## config.mk

```make
export PLATFORM = sky130hd
export DESIGN_NAME = cpcs_enc_nlane
export DESIGN_NICKNAME = d
export VERILOG_FILES = /design/src/rtl/cpcs_enc_pkg.sv /design/src/rtl/cpcs_enc_lane.sv /design/src/rtl/cpcs_enc_nlane.sv
export SDC_FILE = /design/constraint.sdc
export NUM_CORES = 1
export LEC_CHECK = 0
export ABC_AREA = 1
export CAP_MARGIN = 5
export CORE_MARGIN = 2
export CORE_UTILIZATION = 40
export CTS_BUF_LIST = sky130_fd_sc_hd__clkbuf_8
export CTS_CLUSTER_DIAMETER = 60
export DETAILED_ROUTE_END_ITERATION = 6
export HOLD_SLACK_MARGIN = 0.1
export SLEW_MARGIN = 20
export SYNTH_ARGS = -nofsm -noshare
export SYNTH_HDL_FRONTEND = slang
export SYNTH_SLANG_ARGS = --single-unit
export TNS_END_PERCENT = 10
```

## constraint.sdc

```tcl
create_clock -name CLK -period 11.8 [get_ports CLK]
set_clock_uncertainty 0.05 [all_clocks]
set_input_delay 2.95 -clock CLK [delete_from_list [all_inputs] [get_ports CLK]]
set_output_delay 2.95 -clock CLK [all_outputs]
set_load 0.02 [all_outputs]
```

## src/rtl/cpcs_enc_pkg.sv

```systemverilog
// Shared 8b/10b encoding tables, widths and disparity classification for cpcs_enc_nlane.
package cpcs_enc_pkg;

    localparam int BYTE_W = 8;
    localparam int SYM_W  = 10;

    typedef enum logic [1:0] {
        DC_NEUTRAL,
        DC_PLUS2,
        DC_MINUS2
    } disp_class_e;

    localparam logic [5:0] K28_6B  = 6'b001111;
    localparam logic [3:0] ALT7_4B = 4'b0111;

    // Tables hold the RD- form (abcdei / fghj, a first); RD+ forms are complements.
    function automatic logic [5:0] enc6(input logic [4:0] x);
        logic [5:0] c;
        case (x)
            5'd0:  c = 6'b100111;  5'd1:  c = 6'b011101;
            5'd2:  c = 6'b101101;  5'd3:  c = 6'b110001;
            5'd4:  c = 6'b110101;  5'd5:  c = 6'b101001;
            5'd6:  c = 6'b011001;  5'd7:  c = 6'b111000;
            5'd8:  c = 6'b111001;  5'd9:  c = 6'b100101;
            5'd10: c = 6'b010101;  5'd11: c = 6'b110100;
            5'd12: c = 6'b001101;  5'd13: c = 6'b101100;
            5'd14: c = 6'b011100;  5'd15: c = 6'b010111;
            5'd16: c = 6'b011011;  5'd17: c = 6'b100011;
            5'd18: c = 6'b010011;  5'd19: c = 6'b110010;
            5'd20: c = 6'b001011;  5'd21: c = 6'b101010;
            5'd22: c = 6'b011010;  5'd23: c = 6'b111010;
            5'd24: c = 6'b110011;  5'd25: c = 6'b100110;
            5'd26: c = 6'b010110;  5'd27: c = 6'b110110;
            5'd28: c = 6'b001110;  5'd29: c = 6'b101110;
            5'd30: c = 6'b011110;  default: c = 6'b101011;
        endcase
        return c;
    endfunction

    function automatic logic [3:0] enc4(input logic [2:0] y);
        logic [3:0] c;
        case (y)
            3'd0: c = 4'b1011;  3'd1: c = 4'b1001;
            3'd2: c = 4'b0101;  3'd3: c = 4'b1100;
            3'd4: c = 4'b1101;  3'd5: c = 4'b1010;
            3'd6: c = 4'b0110;  default: c = 4'b1110;
        endcase
        return c;
    endfunction

    function automatic logic is_valid_k(input logic [7:0] b);
        return (b[4:0] == 5'd28) ||
               ((b[7:5] == 3'd7) && (b[4:0] inside {5'd23, 5'd27, 5'd29, 5'd30}));
    endfunction

    function automatic disp_class_e disp_class6(input logic [5:0] c);
        int ones;
        ones = $countones(c);
        return (ones == 3) ? DC_NEUTRAL : ((ones > 3) ? DC_PLUS2 : DC_MINUS2);
    endfunction

    function automatic disp_class_e disp_class4(input logic [3:0] c);
        int ones;
        ones = $countones(c);
        return (ones == 2) ? DC_NEUTRAL : ((ones > 2) ? DC_PLUS2 : DC_MINUS2);
    endfunction

endpackage

```

## src/rtl/cpcs_enc_lane.sv

```systemverilog
// Combinational single-lane 8b/10b encoder: byte, K flag and entering RD in;
// symbol, leaving RD and invalid-K flag out.
module cpcs_enc_lane
    import cpcs_enc_pkg::*;
(
    input  logic [BYTE_W-1:0] data,
    input  logic              k,
    input  logic              rd_in,
    output logic [SYM_W-1:0]  sym,
    output logic              rd_out,
    output logic              k_err
);

    logic [4:0]  x;
    logic [2:0]  y;
    logic        k_ok;
    logic        rd_mid;
    logic        alt7;
    logic        inv6;
    logic        inv4;
    logic [5:0]  c6;
    logic [3:0]  c4;
    disp_class_e cls6;
    disp_class_e cls4;

    always_comb begin
        x     = data[4:0];
        y     = data[7:5];
        k_ok  = k && is_valid_k(data);
        k_err = k && !k_ok;

        c6     = (k_ok && x == 5'd28) ? K28_6B : enc6(x);
        cls6   = disp_class6(c6);
        // D.7 is balanced but still has distinct RD-/RD+ forms.
        inv6   = rd_in && (cls6 != DC_NEUTRAL || x == 5'd7);
        rd_mid = rd_in ^ (cls6 != DC_NEUTRAL);

        alt7 = (y == 3'd7) &&
               (k_ok ||
                (!rd_mid && (x inside {5'd17, 5'd18, 5'd20})) ||
                ( rd_mid && (x inside {5'd11, 5'd13, 5'd14})));
        c4   = alt7 ? ALT7_4B : enc4(y);
        cls4 = disp_class4(c4);

        // Balanced K.x.1/2/5/6 use the complement of the D form when RD is minus.
        if (k_ok && cls4 == DC_NEUTRAL && y != 3'd3) begin
            inv4 = !rd_mid;
        end else begin
            inv4 = rd_mid && (cls4 != DC_NEUTRAL || y == 3'd3);
        end

        sym    = {(inv6 ? ~c6 : c6), (inv4 ? ~c4 : c4)};
        rd_out = rd_mid ^ (cls4 != DC_NEUTRAL);
    end

endmodule

```

## src/rtl/cpcs_enc_nlane.sv

```systemverilog
// Two-stage multi-lane 8b/10b encoder with chained running disparity.
// Optional disparity forcing is built when CPCS_ENC_FORCE_DISP_EN is defined.
module cpcs_enc_nlane
    import cpcs_enc_pkg::*;
#(
    parameter int LANES     = 2,
    parameter int FORCE_DLY = 2
)
(
    input  logic                     CLK,
    input  logic                     RST_N,
    input  logic [BYTE_W*LANES-1:0]  D,
    input  logic [LANES-1:0]         K,
    input  logic                     VALID_IN,
    input  logic                     FORCE_DISP,
    input  logic                     DISP_SEL,
    output logic [SYM_W*LANES-1:0]   Q,
    output logic                     VALID_OUT,
    output logic                     RD_OUT,
    output logic [LANES-1:0]         K_ERR
);

    logic [BYTE_W*LANES-1:0] d_s1_q, d_s1_d;
    logic [LANES-1:0]        k_s1_q, k_s1_d;
    logic                    vld_s1_q, vld_s1_d;
    logic [SYM_W*LANES-1:0]  q_q, q_d;
    logic [LANES-1:0]        kerr_q, kerr_d;
    logic                    vld_out_q, vld_out_d;
    logic                    rd_q, rd_d;
    logic [SYM_W*LANES-1:0]  sym;
    logic [LANES-1:0]        lane_kerr;
    logic                    rd_lane0;
    logic                    rd_last;

`ifdef CPCS_ENC_FORCE_DISP_EN
    logic [1:0] force_aln;
    logic       frc_s1_q, frc_s1_d;
    logic       sel_s1_q, sel_s1_d;

    if (FORCE_DLY == 0) begin : g_nodly
        assign force_aln = {FORCE_DISP, DISP_SEL};
    end else begin : g_dly
        logic [1:0] fdly_q [FORCE_DLY];
        logic [1:0] fdly_d [FORCE_DLY];

        always_comb begin
            fdly_d[0] = {FORCE_DISP, DISP_SEL};
            for (int i = 1; i < FORCE_DLY; i++) begin
                fdly_d[i] = fdly_q[i-1];
            end
        end

        always_ff @(posedge CLK or negedge RST_N) begin
            if (!RST_N) begin
                for (int i = 0; i < FORCE_DLY; i++) begin
                    fdly_q[i] <= '0;
                end
            end else begin
                fdly_q <= fdly_d;
            end
        end

        assign force_aln = fdly_q[FORCE_DLY-1];
    end

    always_comb begin
        frc_s1_d = force_aln[1];
        sel_s1_d = force_aln[0];
    end

    always_ff @(posedge CLK or negedge RST_N) begin
        if (!RST_N) begin
            frc_s1_q <= 1'b0;
            sel_s1_q <= 1'b0;
        end else begin
            frc_s1_q <= frc_s1_d;
            sel_s1_q <= sel_s1_d;
        end
    end

    assign rd_lane0 = (vld_s1_q && frc_s1_q) ? sel_s1_q : rd_q;
`else
    logic unused_force;
    assign unused_force = ^{FORCE_DISP, DISP_SEL, FORCE_DLY[0]};
    assign rd_lane0     = rd_q;
`endif

    // Disparity ripples lane 0 -> LANES-1 within one cycle.
    for (genvar gi = 0; gi < LANES; gi++) begin : g_lane
        logic rd_i;
        logic rd_o;
        if (gi == 0) begin : g_first
            assign rd_i = rd_lane0;
        end else begin : g_next
            assign rd_i = g_lane[gi-1].rd_o;
        end
        cpcs_enc_lane u_lane (
            .data   (d_s1_q[BYTE_W*gi +: BYTE_W]),
            .k      (k_s1_q[gi]),
            .rd_in  (rd_i),
            .sym    (sym[SYM_W*gi +: SYM_W]),
            .rd_out (rd_o),
            .k_err  (lane_kerr[gi])
        );
    end

    assign rd_last = g_lane[LANES-1].rd_o;

    always_comb begin
        d_s1_d    = D;
        k_s1_d    = K;
        vld_s1_d  = VALID_IN;
        vld_out_d = vld_s1_q;
        q_d       = q_q;
        kerr_d    = kerr_q;
        rd_d      = rd_q;
        if (vld_s1_q) begin
            q_d    = sym;
            kerr_d = lane_kerr;
            rd_d   = rd_last;
        end
    end

    always_ff @(posedge CLK or negedge RST_N) begin
        if (!RST_N) begin
            d_s1_q    <= '0;
            k_s1_q    <= '0;
            vld_s1_q  <= 1'b0;
            q_q       <= '0;
            kerr_q    <= '0;
            vld_out_q <= 1'b0;
            rd_q      <= 1'b0;
        end else begin
            d_s1_q    <= d_s1_d;
            k_s1_q    <= k_s1_d;
            vld_s1_q  <= vld_s1_d;
            q_q       <= q_d;
            kerr_q    <= kerr_d;
            vld_out_q <= vld_out_d;
            rd_q      <= rd_d;
        end
    end

    assign Q         = q_q;
    assign VALID_OUT = vld_out_q;
    assign RD_OUT    = rd_q;
    assign K_ERR     = kerr_q;

endmodule

```

* Word level (Yosys, flattened, before mapping) *
Memory sizes are Yosys's and may differ from the RTL's.
Index checks and enable logic that the tools add are counted.

word-level totals
  register bits after elaboration = 43
  bits in read-only memories = 384
  output and inout bits = 24
  word-level logic and storage cells = 151
  memories = 2

cells by class
  add/sub/neg operators = 16
  magnitude comparators = 4
  equal/unequal tests = 44
  multiplexer cells = 20
  bitwise gates (word level) = 8
  reduce and logical (&&, ||, !) cells = 50

memories
  memory            words  width  read ports  clocked after Yosys merged registers in  wr ports  line                text
  (name not given)  32     6      1           0                                        0         cpcs_enc_pkg.sv:19  case (x)
  (name not given)  32     6      1           0                                        0         cpcs_enc_pkg.sv:19

operators with widths
  cell                 count
  $add 32x32->32       6
  $eq 32x3->1 const B  4
  $gt 32x3->1 const B  4
  $eq 5x5->1 const B   16
  $pmux 4 s7           2
  $eq 5x4->1 const B   6
  $eq 3x3->1 const B   8
  $mux 6               4
  $logic_and 1x1->1    22
  $add 1x1->2          10
  $mux 2               8
  $mux 4               4
  $eq 3x2->1 const B   4
  $not 6->6            2
  $reduce_bool 3->1    4
  $eq 5x3->1 const B   2
  $logic_or 1x1->1     10
  $not 4->4            2
  $reduce_bool 2->1    4
  $reduce_bool 4->1    2
  $eq 3x1->1 const B   2
  $logic_not 3->1      2
  $ne 3x2->1 const B   2
  $logic_not 1->1      4
  other kinds (3)      8

* Logic depth before layout (Yosys ltp) *
  depth after elaboration = 45
  gate-level depth with buffers = 48
  depth with buffers taken out = 48

* Cells and area by module *
From an unflattened synthesis, not the netlist that was laid out.

unflattened totals
  cell total of the unflattened synthesis = 417
  area total of the unflattened synthesis = 3085.5 µm²

modules (own cells, without submodules)
  module                            instances  cells each  area an instance (µm²)  sequential area each (µm²)
  cpcs_enc_nlane                    1          117         1376.3                  1076.0
  cpcs_enc_lane (g_lane[1].u_lane)  1          152         859.6                   0.0
  cpcs_enc_lane (g_lane[0].u_lane)  1          148         849.6                   0.0

* Least setup slack after synthesis *
Ideal clock, no wire load.

  path type = register to register
  from = register d_s1_q[1]
  to = register q_q[10] (netlist: Q[10])
  library setup time = 0.117 ns
  arrival = 6.081 ns
  required time = 11.633 ns
  path slack = 5.552 ns
  stages on the path, launching flop included = 49
  clock period less this slack = 6.248 ns
  cell sequence = dfrtp_1 -> inv_1 -> ha_1 -> inv_1 -> nor3_1 -> o21ai_0 -> o211ai_1 -> a31o_2 -> inv_1 -> ha_1 -> inv_1 -> fa_1 -> inv_1 -> ha_1 -> nand2_1 -> inv_1 -> nand2_1 -> nand2_1 -> (+13 left out) -> nand3_2 -> nand2_2 -> nand2_1 -> nand3_1 -> nand2_2 -> nand2_1 -> inv_1 -> ha_1 -> ha_1 -> fa_1 -> nor3b_1 -> inv_1 -> nor2_1 -> nand3_1 -> nand2_2 -> nand3_1 -> nand3_1 -> nand2_1

on the way
  word-level cells in the longest chain between the ends = 45
  elaborated cells between the ends (all ways) = 71
  classes of those cells = add/sub (11); order compare (3); eq/ne (14); mux (11); bitwise (4); reduce/logical (27); memory (1)

ends and longest elaborated chain
  element                                                       line                                      text
  from (decl)                                                   cpcs_enc_nlane.sv:23                      logic [BYTE_W*LANES-1:0] d_s1_q, d_s1_d;
  from (signal assigned)                                        cpcs_enc_nlane.sv:134                     d_s1_q <= d_s1_d;
  $eq 5x5->1                                                    cpcs_enc_pkg.sv:53                        ((b[7:5] == 3'd7) && (b[4:0] inside {5'd23, 5'd27, 5'd29, 5'd30}));
  $reduce_bool 4->1                                             cpcs_enc_pkg.sv:53
  $logic_and 1x1->1                                             cpcs_enc_pkg.sv:53
  $logic_or 1x1->1                                              cpcs_enc_pkg.sv:52                        return (b[4:0] == 5'd28) ||
  $logic_and 1x1->1                                             cpcs_enc_lane.sv:29                       k_ok = k && is_valid_k(data);
  $logic_and 1x1->1                                             cpcs_enc_lane.sv:32                       c6 = (k_ok && x == 5'd28) ? K28_6B : enc6(x);
  $mux 6                                                        cpcs_enc_lane.sv:32
  $add 1x1->2 (not written as such)                             cpcs_enc_pkg.sv:58                        ones = $countones(c);
  (+28 left out)                                                -
  $add 32x32->32 (not written as such)                          cpcs_enc_pkg.sv:64                        ones = $countones(c);
  $gt 32x3->1                                                   cpcs_enc_pkg.sv:65                        return (ones == 2) ? DC_NEUTRAL : ((ones > 2) ? DC_PLUS2 : DC_MINUS2);
  $mux 2 (2 in series)                                          cpcs_enc_pkg.sv:65
  $reduce_bool 2->1 / $logic_not 2->1 (equally long branches)   cpcs_enc_lane.sv:49, cpcs_enc_lane.sv:46
  $logic_or 1x1->1 / $logic_and 1x1->1 (equally long branches)  cpcs_enc_lane.sv:49, cpcs_enc_lane.sv:46
  $logic_and 1x1->1, on equally long branches                   cpcs_enc_lane.sv:49, cpcs_enc_lane.sv:46
  $mux 1                                                        cpcs_enc_lane.sv:46                       if (k_ok && cls4 == DC_NEUTRAL && y != 3'd3) begin
  $mux 4 (*)                                                    cpcs_enc_lane.sv:52                       sym = {(inv6 ? ~c6 : c6), (inv4 ? ~c4 : c4)};
  to (signal assigned)                                          cpcs_enc_nlane.sv:137                     q_q <= q_d;
  to (decl)                                                     cpcs_enc_nlane.sv:26                      logic [SYM_W*LANES-1:0] q_q, q_d;

Every way passes the cells marked *; elsewhere a longest branch is shown, timed or not.
A chain may end at the register's enable or synchronous reset.

* Final worst setup path *
Same ends and word-level chain as after synthesis.

==> summary.md <==
| Metric | Value |
|---|---|
| Minimum clock period | 7095 ps |
| DR vias/cell | just under 5 |
| Yosys warns | 0 |
| Total of max-cap violations | 0 |
| Largest family of logic cells by synthesized area | simple AND/OR/NAND/NOR gates |
| DRC | 0 |
| Yosys cell types | 40 |
| Endpoint class of the critical path | register |
| ANT nets after route | 0 |
| Status | finished clean |
| Die W | 93.96 um |
| Worst-margin pin slew | approximately 910 ps |
| Tcrit/Tclk final | 60.13% |
| Initial Util | 41.67% |
| Adder-cell share of the synthesized area | 15.85% |
| Share of cells above drive strength 1 | 9.328% |
| XOR/XNOR share of the synthesized area | 2.976% |
| Die area | 8828 um2 |
| Final WL | 6907 um |
| Crit path max-delay family | simple AND/OR/NAND/NOR gates |
| Most common cell in the synthesized netlist | nand2_1 |
| Cells after DPL | 554 |
| Core area | around 7800 um2 |
| Synthesized area | between 3000 and 4000 um2 |
| Clock Latency Late Sink | 300 ps |
| Via count | 2746 |
| Setup violators final | 0 |
| Post-CTS setup buffers | 0 |
| CTS tree | built |
| CP Data Arrival Time | about 7200 ps |
| Post-synthesis mux area share | 0% |
| Clk pin slew, worst setup/hold paths | 100 ps |
| Hold WC Path Type | register to register |
| Prevailing post-synth register cell | dfrtp_1 |
| Mapped Nets | 476 |
| Top cells by area, synth | dfrtp_1 33%, ha_1 13%, nand2_1 12% |
| Drt wl/cell | 12.27 um |
| Io pins | 47 |
| Yosys top cell by area | dfrtp_1 |
| CP max stage delay | 540 ps |
| CTS HTree Levels | 2 |
| Gr usage total | 16.89% |
| TritonCTS buffer count | 5 |
| Post-synthesis compound-gate area fraction | between 10% and 20% |
| Number of flops mapped to enable cells by yosys | 0 |
| Post-Layout Cell Count | 563 |
| N_diodes | 0 |
| RSZ-0062 raised after global routing | false |
| Cells after Synth | roughly 420 |
| Maximum VDD drop | 0.00006993 V |
| Worst path required time | 11930 ps |
| Post-synth top area share | about a third |
| DP HPWL | 5394 um |
| Nets | 521 |
| Crit path launch type | register |
| GPL Wtd Cong | a little under 0.9 |
| GR Overflow Total | 0 |
| CTS Sinks | 43 |
| Slew Limit Fails | 0 |
| Maximum clock rate | 140.9 MHz |
| CTS Hold Bufs | 0 |
| Final hold vios | 0 |
| Setup TNS | 0 ps |
| Max clock buf depth | 2 |
| Leakage Power | around 0.0019 uW |
| Vias in the first global route | between 2000 and 3000 |
| Largest net degree at the start of global routing | 44 |
| Pwr dens | 171.7 nW/um2 |
| # rows | 32 |
| Cts repair resizes | 0 |
| Mapped Avg Cell Area | 7.800 um2 |
| TritonRoute pass-1 iters | 4 |
| #FFs+latches synth | 43 |
| Buf+Inv Stages, Crit Path | 11 |
| Critical path type | register to register |
| Share of flip-flops with an asynchronous set or reset | 100.0% |
| Port-buffer cells | 44 |
| Die H | 93.96 um |
| Global-route wire length before repair | 12080 um |
| Slew HR | 39.26% |
| CTS Root Cell | clkbuf_8 |
| Max stage delay cell, worst path | fa_1 |
| Worst Path Max Fanout | 8 |
| DR iter-0 viols | 97 |
| Sequential-to-total area share from yosys stat | roughly a third |
| Simple-gate share of the synthesized area | 27.79% |
| Initial antenna violation count | 0 |
| Layout area overhead | 19.40% |
| Post-synth top cells | 103 x nand2_1, 55 x inv_1, 43 x dfrtp_1 |
==> where the power goes <==
part	switching (uW)	internal (uW)	leakage (uW)
Sequential	27.5	186	0.000510
Combinational	205	149	0.00134
Clock	54.9	41.3	0.0000402
==> cells by family (layout without fill, tap and decap cells) <==
family / count (synthesis) / count (layout)
AO/OA/AOI/OAI: 56 / 56
XOR/XNOR: 11 / 11
adder cells (fa/ha/maj): 38 / 38
buffers and inverters: 69 / 115
flip-flops: 43 / 43
AND/OR/NAND/NOR: 198 / 198
==> metal layers <==
metal	routed length [um]	track usage, %	up-vias
met5	0	0	-
met4	58	3.986	0
met3	214	2.809	4
met2	3346	28.51	47
met1	3286	22.64	1264
li1	-	-	1431
==> layout make-up <==
type	count	area (um2)
inverters	62	235.2
repair buffers	45	455.4
clock inverters	3	20.02
multi-input cells	303	1882
clock buffers	5	68.82
flip-flops and latches	43	1076
well taps	102	127.6
fillers	802	3902
==> flip-flops by register name, summed over array words and instances, names as in the netlist <==
signal / flops
Q: 20
d_s1_q: 16
K_ERR: 2
k_s1_q: 2
RD_OUT: 1
VALID_OUT: 1
vld_out_d: 1
==> worst min-delay path, cell delays in order (launching register included) <==
cell and delay [ps]:
dfrtp_1 340, nand2_1 60, nand2_1 50
==> final timing paths <==
kind                       startpoint  endpoint  slack (ps)  cells past startpoint
setup reg to reg            d_s1_q[1]     Q[10]        4700                     48
hold / removal                  Q[13]     Q[13]         430                      2
min in group asynchronous       RST_N     Q[15]        2510                      1
max in group asynchronous       RST_N      Q[5]        8730                      2
setup / recovery            d_s1_q[1]     Q[10]        4700                     48
hold reg to reg                 Q[13]     Q[13]         430                      2
==> placed cells by master (no fill, tap or decap), types with 2 or more instances in the layout <==
cell type	count
fa_1	5
nor2_4	3
nor3_1	2
clkbuf_8	5
nor2_1	31
dfrtp_1	43
nand3_1	33
inv_2	6
nand4_1	4
o211ai_1	12
xor2_1	9
inv_1	55
nor2_2	3
clkinvlp_4	2
clkdlybuf4s50_1	43
o2111ai_1	2
o221ai_1	3
a21oi_1	3
o21ai_1	5
xnor2_1	2
nand2_2	11
a31oi_1	2
o22ai_1	2
nand2_1	103
nand3_2	3
ha_1	33
o21ai_0	20
==> through the flow <==
step           instance area, um2  worst slack (ps)  hold slack [ps]  power [uW]  util [%]
2_1_floorplan                3237              5552            396.9       445.3         -
3_3_place_gp                 3756              4798            417.2       566.8     48.36
3_5_place_dp                 3756              4751            420.5       573.0     48.36
4_1_cts                      3845              4696            441.7       671.2     49.50
5_1_grt                      3865              4011            466.8       721.9     49.76
6_report                     3865              4705            431.2       663.8     49.76
Note: power is estimated with default switching activity, not from simulation.
